===== config.mk =====
export PLATFORM = sky130hd
export DESIGN_NAME = iq_split_flat
export DESIGN_NICKNAME = d
export VERILOG_FILES = /design/src/rtl/iq_split_if.sv /design/src/rtl/iq_split.sv /design/src/flat_wrapper.sv
export SDC_FILE = /design/constraint.sdc
export NUM_CORES = 1
export LEC_CHECK = 0
export CAP_MARGIN = 20
export CELL_PAD_IN_SITES_DETAIL_PLACEMENT = 1
export CELL_PAD_IN_SITES_GLOBAL_PLACEMENT = 2
export CORE_ASPECT_RATIO = 1.5
export CORE_MARGIN = 10
export CORE_UTILIZATION = 28
export DETAILED_ROUTE_END_ITERATION = 12
export HOLD_SLACK_MARGIN = 0.15
export PLACE_DENSITY_LB_ADDON = 0.1
export REMOVE_ABC_BUFFERS = 1
export SLEW_MARGIN = 20
export SYNTH_ARGS = -nofsm -noshare
export SYNTH_HDL_FRONTEND = slang
export SYNTH_SLANG_ARGS = --single-unit

===== constraint.sdc =====
create_clock -name clock -period 5.5 [get_ports clock]
set_clock_uncertainty 0.2 [all_clocks]
set_input_delay 1.1 -clock clock [delete_from_list [all_inputs] [get_ports clock]]
set_output_delay 1.1 -clock clock [all_outputs]
set_load 0.02 [all_outputs]

===== src/rtl/iq_split_if.sv =====
// Byte-in / dual-word-out FIFO handshake bundle for the IQ deinterleaver.
// master = deinterleaver side, slave = the FIFOs around it.
interface iq_split_if #(
  parameter int DATA_WIDTH = 32,
  parameter int BYTE_WIDTH = 8
);
  logic [BYTE_WIDTH-1:0] in_dout;
  logic                  in_empty;
  logic                  in_rd_en;
  logic [DATA_WIDTH-1:0] I_din;
  logic                  I_full;
  logic                  I_wr_en;
  logic [DATA_WIDTH-1:0] Q_din;
  logic                  Q_full;
  logic                  Q_wr_en;

  modport master (
    input  in_dout, in_empty, I_full, Q_full,
    output in_rd_en, I_din, I_wr_en, Q_din, Q_wr_en
  );

  modport slave (
    output in_dout, in_empty, I_full, Q_full,
    input  in_rd_en, I_din, I_wr_en, Q_din, Q_wr_en
  );
endinterface


===== src/rtl/iq_split.sv =====
// IQ deinterleaver: 4 pops (I_lo,I_hi,Q_lo,Q_hi) then one joint I/Q write 1 cycle later; stalls while either output is full.
// IQ_QUANT_EN defined: outputs shifted left by BITS; undefined: sign-extended raw samples.
module iq_split #(
  parameter int DATA_WIDTH = 32,
  parameter int BYTE_WIDTH = 8,
  parameter int BITS       = 10
) (
  input  logic       clock,
  input  logic       reset,
  iq_split_if.master bus
);

  localparam int SAMPLE_W = 2 * BYTE_WIDTH;
`ifdef IQ_QUANT_EN
  localparam int SHIFT = BITS;
`else
  localparam int SHIFT = 0;
`endif

  if (DATA_WIDTH < SAMPLE_W + BITS) begin : g_bad_cfg
    $error("iq_split: DATA_WIDTH too narrow for sample plus BITS");
  end

  typedef enum logic [1:0] {
    S_READ  = 2'b01,
    S_WRITE = 2'b10
  } state_t;

  state_t                state_q, state_d;
  logic [1:0]            byte_cnt_q, byte_cnt_d;
  logic [BYTE_WIDTH-1:0] i_lo_q, i_lo_d, i_hi_q, i_hi_d;
  logic [BYTE_WIDTH-1:0] q_lo_q, q_lo_d, q_hi_q, q_hi_d;

  logic                  rd_en, wr_en;
  logic [DATA_WIDTH-1:0] i_out, q_out;
  logic [SAMPLE_W-1:0]   i16, q16;
  logic [DATA_WIDTH-1:0] i_ext, q_ext;

  assign i16   = {i_hi_q, i_lo_q};
  assign q16   = {q_hi_q, q_lo_q};
  assign i_ext = {{(DATA_WIDTH-SAMPLE_W){i16[SAMPLE_W-1]}}, i16};
  assign q_ext = {{(DATA_WIDTH-SAMPLE_W){q16[SAMPLE_W-1]}}, q16};

  always_comb begin
    state_d    = state_q;
    byte_cnt_d = byte_cnt_q;
    i_lo_d     = i_lo_q;
    i_hi_d     = i_hi_q;
    q_lo_d     = q_lo_q;
    q_hi_d     = q_hi_q;
    rd_en      = 1'b0;
    wr_en      = 1'b0;
    i_out      = '0;
    q_out      = '0;

    case (state_q)
      S_READ: begin
        rd_en = !bus.in_empty;
        if (rd_en) begin
          case (byte_cnt_q)
            2'd0:    i_lo_d = bus.in_dout;
            2'd1:    i_hi_d = bus.in_dout;
            2'd2:    q_lo_d = bus.in_dout;
            default: q_hi_d = bus.in_dout;
          endcase
          byte_cnt_d = byte_cnt_q + 2'd1;
          if (byte_cnt_q == 2'd3) state_d = S_WRITE;
        end
      end
      S_WRITE: begin
        // Both words go out together or not at all so I/Q never drift apart.
        i_out = i_ext << SHIFT;
        q_out = q_ext << SHIFT;
        if (!bus.I_full && !bus.Q_full) begin
          wr_en   = 1'b1;
          state_d = S_READ;
        end
      end
      default: begin
        state_d    = S_READ;
        byte_cnt_d = 2'd0;
      end
    endcase

    // A synchronous reset still masks this cycle's pop/write.
    if (reset) begin
      rd_en = 1'b0;
      wr_en = 1'b0;
      i_out = '0;
      q_out = '0;
    end
  end

  always_ff @(posedge clock) begin
    if (reset) begin
      state_q    <= S_READ;
      byte_cnt_q <= 2'd0;
      i_lo_q     <= '0;
      i_hi_q     <= '0;
      q_lo_q     <= '0;
      q_hi_q     <= '0;
    end else begin
      state_q    <= state_d;
      byte_cnt_q <= byte_cnt_d;
      i_lo_q     <= i_lo_d;
      i_hi_q     <= i_hi_d;
      q_lo_q     <= q_lo_d;
      q_hi_q     <= q_hi_d;
    end
  end

  assign bus.in_rd_en = rd_en;
  assign bus.I_wr_en  = wr_en;
  assign bus.Q_wr_en  = wr_en;
  assign bus.I_din    = i_out;
  assign bus.Q_din    = q_out;

endmodule


===== src/flat_wrapper.sv =====
// flat-port wrapper written by rule: the top's interface ports become plain ports
module iq_split_flat 
#(
  parameter int DATA_WIDTH = 32,
  parameter int BYTE_WIDTH = 8,
  parameter int BITS       = 10
)
  (clock, reset, bus_in_dout, bus_in_empty, bus_I_full, bus_Q_full, bus_in_rd_en, bus_I_din, bus_I_wr_en, bus_Q_din, bus_Q_wr_en);
  iq_split_if #(.DATA_WIDTH(DATA_WIDTH), .BYTE_WIDTH(BYTE_WIDTH)) bus_i ();
  input  logic clock;
  input  logic reset;
  input wire logic [$bits(bus_i.in_dout)-1:0] bus_in_dout;
  input wire logic [$bits(bus_i.in_empty)-1:0] bus_in_empty;
  input wire logic [$bits(bus_i.I_full)-1:0] bus_I_full;
  input wire logic [$bits(bus_i.Q_full)-1:0] bus_Q_full;
  output wire logic [$bits(bus_i.in_rd_en)-1:0] bus_in_rd_en;
  output wire logic [$bits(bus_i.I_din)-1:0] bus_I_din;
  output wire logic [$bits(bus_i.I_wr_en)-1:0] bus_I_wr_en;
  output wire logic [$bits(bus_i.Q_din)-1:0] bus_Q_din;
  output wire logic [$bits(bus_i.Q_wr_en)-1:0] bus_Q_wr_en;
  assign bus_i.in_dout = bus_in_dout;
  assign bus_i.in_empty = bus_in_empty;
  assign bus_i.I_full = bus_I_full;
  assign bus_i.Q_full = bus_Q_full;
  assign bus_in_rd_en = bus_i.in_rd_en;
  assign bus_I_din = bus_i.I_din;
  assign bus_I_wr_en = bus_i.I_wr_en;
  assign bus_Q_din = bus_i.Q_din;
  assign bus_Q_wr_en = bus_i.Q_wr_en;
  iq_split #(.DATA_WIDTH(DATA_WIDTH), .BYTE_WIDTH(BYTE_WIDTH), .BITS(BITS)) u_core (.clock(clock), .reset(reset), .bus(bus_i));
endmodule

==> impl_metrics.xml <==
<?xml version="1.0" encoding="UTF-8"?>
<metrics>
  <group name="worst_setup_path">
    <metric name="crit_buf_inv" unit="">3</metric>
    <metric name="end_kind" unit="">primary output</metric>
    <metric name="cpPeakStageDelay" unit="ps">720</metric>
    <metric name="r2r_cells" unit="">2</metric>
    <metric name="crit_required" unit="ps">4200</metric>
    <metric name="worst_path_most_repeated_cell" unit="">sky130_fd_sc_hd__clkdlybuf4s50_1</metric>
    <metric name="path_class" unit="">in2out</metric>
    <metric name="reg_to_reg_startpoint" unit="">u_core.state_q[0]$_SDFFE_PP1P_</metric>
    <metric name="worst_path_dominant_cell_family" unit="">buffers and inverters</metric>
    <metric name="reg2reg_setup_slack" unit="ps">3600</metric>
    <metric name="arrival" unit="ps">3110</metric>
    <metric name="cpMaxStageDelayCell" unit="">sky130_fd_sc_hd__clkdlybuf4s50_1</metric>
    <metric name="worst_setup_path_start_kind" unit="">input port</metric>
    <metric name="timing.critical_path.cells" unit="">clkdlybuf4s50_1 -&gt; buf_4 -&gt; nor3b_4 -&gt; and2_1 -&gt; clkdlybuf4s50_1</metric>
    <metric name="crit_path_max_fanout" unit="">17</metric>
    <metric name="r2r_end" unit="">u_core.q_lo_q[7]$_SDFFE_PP0P_</metric>
  </group>
  <group name="routing">
    <metric name="vias" unit="">1477</metric>
    <metric name="drc" unit="">0</metric>
    <metric name="drt.antenna.violating_nets" unit="">0</metric>
    <metric name="route.detailed.vias_per_inst" unit="">4.14</metric>
    <metric name="wirelength" unit="um">5670</metric>
    <metric name="detail_route.wl_per_cell" unit="um">15.9</metric>
    <metric name="drtIter0Drc" unit="">32</metric>
    <metric name="firstDrtPassIters" unit="">2</metric>
  </group>
  <group name="sta">
    <metric name="post-route-period-util" unit="">0.802</metric>
    <metric name="fmax" unit="MHz">227</metric>
    <metric name="finalHoldViolations" unit="">0</metric>
    <metric name="worst_hold_slack" unit="ps">272</metric>
    <metric name="timing.setup.tns" unit="ps">0</metric>
    <metric name="rsz0062_at_grt" unit="">no</metric>
    <metric name="worstMarginPinSlew" unit="ps">737</metric>
    <metric name="final-max-slew-violation-count" unit="">0</metric>
    <metric name="finalSetupViolations" unit="">0</metric>
    <metric name="timing.final.crit_period" unit="ps">4410</metric>
    <metric name="maxSlewHeadroom" unit="">0.506</metric>
  </group>
  <group name="global_routing">
    <metric name="grt_use_met2" unit="">0.185</metric>
    <metric name="grt_antenna_before_repair" unit="">0</metric>
    <metric name="first_pass_grt_wire_length" unit="um">8930</metric>
    <metric name="global_route.overflow_total" unit="">0</metric>
    <metric name="top_usage_layer" unit="">met2</metric>
    <metric name="via_count_of_the_first_global_routing_pass" unit="">1618</metric>
    <metric name="use_met1" unit="">0.0976</metric>
    <metric name="groute.usage.overall" unit="">0.0976</metric>
    <metric name="grtUsageMet3" unit="">0.0303</metric>
    <metric name="grt_max_degree" unit="">36</metric>
  </group>
  <group name="final_layout">
    <metric name="regArea" unit="sq um">721</metric>
    <metric name="filler_cells" unit="">827</metric>
    <metric name="layout.nets" unit="">275</metric>
    <metric name="areaGrowthSynthToFinish" unit="%">32.6</metric>
    <metric name="final_layout_size_suffix_gt1_frac" unit="">0.0545</metric>
    <metric name="num_antenna_cells" unit="">0</metric>
    <metric name="total_area_of_multi_input_combinational_cells" unit="sq mm">0.00102</metric>
  </group>
  <group name="logic_synthesis">
    <metric name="synth_cell_types" unit="">24</metric>
    <metric name="synth_commonest_cells" unit="">sky130_fd_sc_hd__nand2b_1 (41), sky130_fd_sc_hd__buf_4 (36), sky130_fd_sc_hd__dfxtp_1 (36)</metric>
    <metric name="post_synth_main_area_contributors" unit="">sky130_fd_sc_hd__dfxtp_1 (34%), sky130_fd_sc_hd__mux2i_1 (16%), sky130_fd_sc_hd__buf_4 (13%), sky130_fd_sc_hd__nand2b_1 (12%), sky130_fd_sc_hd__and2_1 (9.5%)</metric>
    <metric name="postSynthCellCount" unit="">216</metric>
    <metric name="synth_top_cell_by_area" unit="">sky130_fd_sc_hd__dfxtp_1</metric>
    <metric name="dominantRegCellSynth" unit="">sky130_fd_sc_hd__dfxtp_1</metric>
    <metric name="yosys.cell_count.top_type" unit="">sky130_fd_sc_hd__nand2b_1</metric>
    <metric name="netlist_area" unit="sq mm">0.00211</metric>
    <metric name="yosysWarningCount" unit="">0</metric>
    <metric name="avgSynthCellArea" unit="sq um">9.76</metric>
    <metric name="ys_ff_latch" unit="">36</metric>
    <metric name="ys_async_sr_fraction" unit="">0</metric>
    <metric name="yosys.area.top_type_share" unit="">0.342</metric>
    <metric name="post_synth_edffs" unit="">0</metric>
    <metric name="synth_sequential_area_ratio" unit="">0.342</metric>
  </group>
  <group name="floorplanning">
    <metric name="start_util" unit="">0.290</metric>
    <metric name="chipHeight" unit="um">126</metric>
    <metric name="std_cell_rows" unit="">38</metric>
    <metric name="core_region" unit="sq mm">0.00727</metric>
    <metric name="io-pin-count" unit="">80</metric>
    <metric name="floorplan.die_area" unit="sq mm">0.0115</metric>
    <metric name="die_w" unit="um">90.9</metric>
  </group>
  <group name="clock_network">
    <metric name="tritoncts" unit="">done</metric>
    <metric name="postCtsSetupBuffers" unit="">0</metric>
    <metric name="cts_made_buffers" unit="">5</metric>
    <metric name="cts_hold_buffers" unit="">0</metric>
    <metric name="clk-insertion-delay-late" unit="ps">280</metric>
    <metric name="cts_resized" unit="">0</metric>
    <metric name="htree_num_levels" unit="">2</metric>
    <metric name="worst_setup_hold_path_clk_slew" unit="ps">70</metric>
    <metric name="cts.path.max_buffers" unit="">2</metric>
    <metric name="cts.sinks" unit="">36</metric>
    <metric name="clk_root_buffer_cell" unit="">sky130_fd_sc_hd__clkbuf_8</metric>
  </group>
  <group name="power">
    <metric name="powerDensity" unit="mW/mm^2">194</metric>
    <metric name="maximum_vdd_drop" unit="mV">0.0956</metric>
    <metric name="p_leak" unit="uW">0.00115</metric>
  </group>
  <group name="worst_hold_path">
    <metric name="worst_hold_class" unit="">reg2reg</metric>
    <metric name="hold_end" unit="">u_core.q_hi_q[2]$_SDFFE_PP0P_</metric>
    <metric name="min-delay-start" unit="">u_core.q_hi_q[2]$_SDFFE_PP0P_</metric>
    <metric name="number_of_cells_on_the_worst_hold_path" unit="">2</metric>
  </group>
  <group name="run_status">
    <metric name="status" unit="">finished clean</metric>
  </group>
  <group name="flow_run">
    <metric name="cap_viol_max_count" unit="">0</metric>
  </group>
  <group name="placed_design">
    <metric name="place.port_buffers" unit="">79</metric>
    <metric name="dpl.hpwl" unit="um">4370</metric>
    <metric name="globalplace.congestion" unit="">0.693</metric>
  </group>
</metrics>
cell usage in the layout, fill, tap and decap left out:
| cell | synthesis | routed |
|---|---|---|
| sky130_fd_sc_hd__and4bb_2 | 1 | 1 |
| sky130_fd_sc_hd__o2bb2ai_1 | 1 | 1 |
| sky130_fd_sc_hd__nor3_1 | 1 | 1 |
| sky130_fd_sc_hd__nand2b_1 | 41 | 41 |
| sky130_fd_sc_hd__nor4b_2 | 1 | 1 |
| sky130_fd_sc_hd__or3b_1 | 2 | 2 |
| sky130_fd_sc_hd__inv_1 | 2 | 2 |
| sky130_fd_sc_hd__and2_1 | 32 | 32 |
| sky130_fd_sc_hd__nor2_1 | 1 | 1 |
| sky130_fd_sc_hd__xor2_1 | 1 | 1 |
| sky130_fd_sc_hd__nand2_1 | 1 | 1 |
| sky130_fd_sc_hd__nand4bb_1 | 4 | 4 |
| sky130_fd_sc_hd__clkbuf_8 | 0 | 7 |
| sky130_fd_sc_hd__nor4bb_1 | 1 | 1 |
| sky130_fd_sc_hd__mux2i_1 | 33 | 33 |
| sky130_fd_sc_hd__a2bb2oi_1 | 1 | 1 |
| sky130_fd_sc_hd__buf_4 | 36 | 4 |
| sky130_fd_sc_hd__clkdlybuf4s50_1 | 0 | 79 |
| sky130_fd_sc_hd__ha_1 | 5 | 5 |
| sky130_fd_sc_hd__nor3b_4 | 1 | 1 |
| sky130_fd_sc_hd__o32ai_1 | 2 | 2 |
| sky130_fd_sc_hd__dfxtp_1 | 36 | 36 |
worst min-delay path, cell delays in order, from the launching register on:
cell                       delay [ps]
sky130_fd_sc_hd__dfxtp_1          310
sky130_fd_sc_hd__nand2b_1          60
sky130_fd_sc_hd__mux2i_1           60
state kept, by name, indices dropped and copies added (netlist names):
name,count
u_core.i_hi_q,8
u_core.i_lo_q,8
u_core.q_hi_q,8
u_core.q_lo_q,8
u_core.byte_cnt_q,2
u_core.state_q,2
routing by layer:
layer	vias up	wire length (um)	share of wire
met5	-	0	0
met4	0	75	0.013
met3	6	298	0.053
met2	38	3100	0.55
met1	686	2190	0.39
li1	747	-	-
worst max path at each step:
stage | start | endpoint | slack [ps] | cells after the start
2_1_floorplan | reset | bus_I_din[15] | 210 | 2
3_3_place_gp | reset | bus_I_din[17] | 1080 | 5
3_5_place_dp | reset | bus_I_din[24] | 1010 | 5
4_1_cts | reset | bus_I_din[24] | 1010 | 5
5_1_grt | reset | bus_I_din[17] | 890 | 5
6_report | reset | bus_Q_din[27] | 1090 | 5
kinds of logic (layout without fill, tap and decap cells):
| logic type | count (synthesis) | count (layout) | share of synthesized area |
|---|---|---|---|
| buffers and inverters | 51 | 92 | 0.172 |
| xor gates and xnor gates | 1 | 1 | 0.00416 |
| adders and majority gates | 5 | 5 | 0.0297 |
| and+or+nand+nor | 86 | 86 | 0.279 |
| AOI/OAI and AO/OA | 4 | 4 | 0.0166 |
| DFF | 36 | 36 | 0.342 |
| muxes | 33 | 33 | 0.157 |
power by group:
part	switching, uW	internal, uW	leakage (uW)
Combinational	27.5	32.0	0.000804
Sequential	7.97	273	0.000292
Clock	91.7	112	0.0000503
Total	127	416	0.00115
area by class of cell:
class / instances / share of cell area
multi-input cells: 129 / 0.367
inverters: 2 / 0.00269
well taps: 100 / 0.0448
clock buffers: 7 / 0.0345
repair buffers: 83 / 0.294
flip-flops and latches: 36 / 0.258
through the flow:
step | instances | util | area [sq um] | total power, uW | worst slack, ps
after floorplan | 167 | - | 1750 | 320 | 205
after global placement | 350 | 0.371 | 2700 | 347 | 1080
after detailed placement | 350 | 0.371 | 2700 | 348 | 1010
after CTS | 357 | 0.384 | 2800 | 554 | 1010
after global routing | 357 | 0.384 | 2800 | 571 | 890
final | 357 | 0.384 | 2800 | 543 | 1090
Power figures use the tool's default switching activity.
==> patch: new RTL, same settings <==
`DATA_WIDTH` is set to 32 in 3 places; all go to 48.
--- a/src/rtl/iq_split_if.sv
+++ b/src/rtl/iq_split_if.sv
@@ -1,7 +1,7 @@
 // Byte-in / dual-word-out FIFO handshake bundle for the IQ deinterleaver.
 // master = deinterleaver side, slave = the FIFOs around it.
 interface iq_split_if #(
-  parameter int DATA_WIDTH = 32,
+  parameter int DATA_WIDTH = 48,
   parameter int BYTE_WIDTH = 8
 );
   logic [BYTE_WIDTH-1:0] in_dout;
--- a/src/rtl/iq_split.sv
+++ b/src/rtl/iq_split.sv
@@ -1,7 +1,7 @@
 // IQ deinterleaver: 4 pops (I_lo,I_hi,Q_lo,Q_hi) then one joint I/Q write 1 cycle later; stalls while either output is full.
 // IQ_QUANT_EN defined: outputs shifted left by BITS; undefined: sign-extended raw samples.
 module iq_split #(
-  parameter int DATA_WIDTH = 32,
+  parameter int DATA_WIDTH = 48,
   parameter int BYTE_WIDTH = 8,
   parameter int BITS       = 10
 ) (
--- a/src/flat_wrapper.sv
+++ b/src/flat_wrapper.sv
@@ -1,7 +1,7 @@
 // flat-port wrapper written by rule: the top's interface ports become plain ports
 module iq_split_flat 
 #(
-  parameter int DATA_WIDTH = 32,
+  parameter int DATA_WIDTH = 48,
   parameter int BYTE_WIDTH = 8,
   parameter int BITS       = 10
 )
Interface: changed (resized bus_I_din and bus_Q_din); port bits go from 80 to 112. No check against the original RTL was run, so the function may have changed too.
==> patch against the original RTL <==
- sequential cell count unchanged
- design area grew 15%
- total power is 26% higher
- first-iteration DRC count up 34%
- setup slack better by 0.0083 ns
- wire length increased by 15%
- area after synthesis rose by 11%
- final cell count increased by 11%
- critical path type unchanged
- highest routed layer unchanged
==> patch: results (changes against the original RTL) <==
[status]
status = finished clean

[place]
dpl_cell_area_um2 = 3040  ; +13%
hpwl_um = 5100  ; +17%
port_buffers = 111  ; +41%
dp_cells = 389  ; +11%
place.gp.congestion = 0.645  ; -6.9%
pre_cts_ws_ns = 1.04  ; +0.0274 ns

[hold_path]
hp-class = register to register
hold_end = u_core.i_hi_q[3]
hp-start = u_core.i_hi_q[3]

[yosys]
synthCells = 248  ; +15%
synth_warnings = 0  ; unchanged
synthTopCellsByCount = buf_4 (68), nand2b_1 (41), dfxtp_1 (36)
ys_seq_area_share_pct = 30.7  ; -3.5 points
synth_area_leaders = dfxtp_1 (31%), buf_4 (22%), mux2i_1 (14%)
synthDistinctLibCells = 24  ; unchanged
async_reset_ff_share_pct = 0  ; unchanged

[clock_network]
clockRootBuffer = clkbuf_16
clkTransAtPathRegs_ns = 0.06
clock_latency_ns = 0.28  ; about the same

[worst_setup_path]
reg2reg_slack_ns = 3.53  ; -0.07 ns
ff2ff_path_depth = 2  ; unchanged
r2r-end = u_core.q_lo_q[6]
critPathMaxFanout = 33  ; +16
worst_ep_arrival_time_ns = 3.10  ; about the same

[finish]
drive_gt1_share_pct = 5.82  ; +0.37 points
nets = 309  ; +12%
fillers = 926  ; +12%

[global_route]
grt_max_degree = 34  ; -5.6%
grt_pass1_wl_um = 9690  ; +8.5%
grt_pass1_vias = 1695  ; +4.8%
grtUsageTotal_pct = 9.88  ; +0.13 points

[route]
firstDrtPassIters = 4  ; +2
drt_iter0_markers = 43  ; +34%
post_drt_wl_per_cell_um = 16.4  ; +3.5%
vias = 1653  ; +12%
drt-total-wl_um = 6520  ; +15%

[timing]
whs_ns = 0.269  ; -0.00256 ns
relSlewSlack_pct = 44.6  ; -6.0 points

[power]
p_leak_nw = 1.31  ; +14%
power_density_nw_per_um2 = 213  ; +9.6%
ir_worst_vdd_mv = 0.129  ; +35%

patch: cell families after synthesis:
family / Yosys count / share of synthesized area, %
AND/OR/NAND/NOR: 86 / 25.0
multiplexers: 33 / 14.1
flip-flops: 36 / 30.7
AO/OA/AOI/OAI: 4 / 1.49
adder cells (fa/ha/maj): 5 / 2.66
buffers and inverters: 83 / 25.7
XOR/XNOR: 1 / 0.373
patch: final cells by class:
type | instances | area share, %
flip-flops and latches | 36 | 22.4
multi-input cells | 129 | 31.8
well taps | 105 | 4.08
repair buffers | 117 | 35.9
clock inverters | 1 | 0.932
inverters | 2 | 0.233
clock buffers | 7 | 4.74
patch: how the worst max path moves through the flow:
stage,startpoint,end,slack (ns),depth (start not counted)
2_1_floorplan,reset,bus_I_din[15],-1.89,2
3_3_place_gp,reset,bus_I_din[28],1.09,5
3_5_place_dp,reset,bus_I_din[35],1.04,5
4_1_cts,reset,bus_I_din[35],1.05,5
5_1_grt,reset,bus_Q_din[39],0.92,5
6_report,reset,bus_I_din[17],1.10,5
patch: report_power, final:
part | leakage [nW] | internal [W] | switching (W)
sequential | 0.292 | 0.000273 | 0.00000785
combinational | 0.923 | 0.0000319 | 0.0000276
clock | 0.0901 | 0.000239 | 0.000108
total | 1.31 | 0.000543 | 0.000143
patch: layer usage:
metal | track usage, % | part of all wire (%) | vias up
li1 | - | - | 813
met1 | 10.4 | 40 | 774
met2 | 17.9 | 51 | 61
met3 | 2.91 | 8.1 | 5
met4 | 3.26 | 0.98 | 0
met5 | 0 | 0 | -
patch: critical path: stages:
cell and delay, ns:
clkdlybuf4s50_1 0.47, nor3b_4 0.38, and2_1 0.18, buf_4 0.27
clkdlybuf4s50_1 0.69
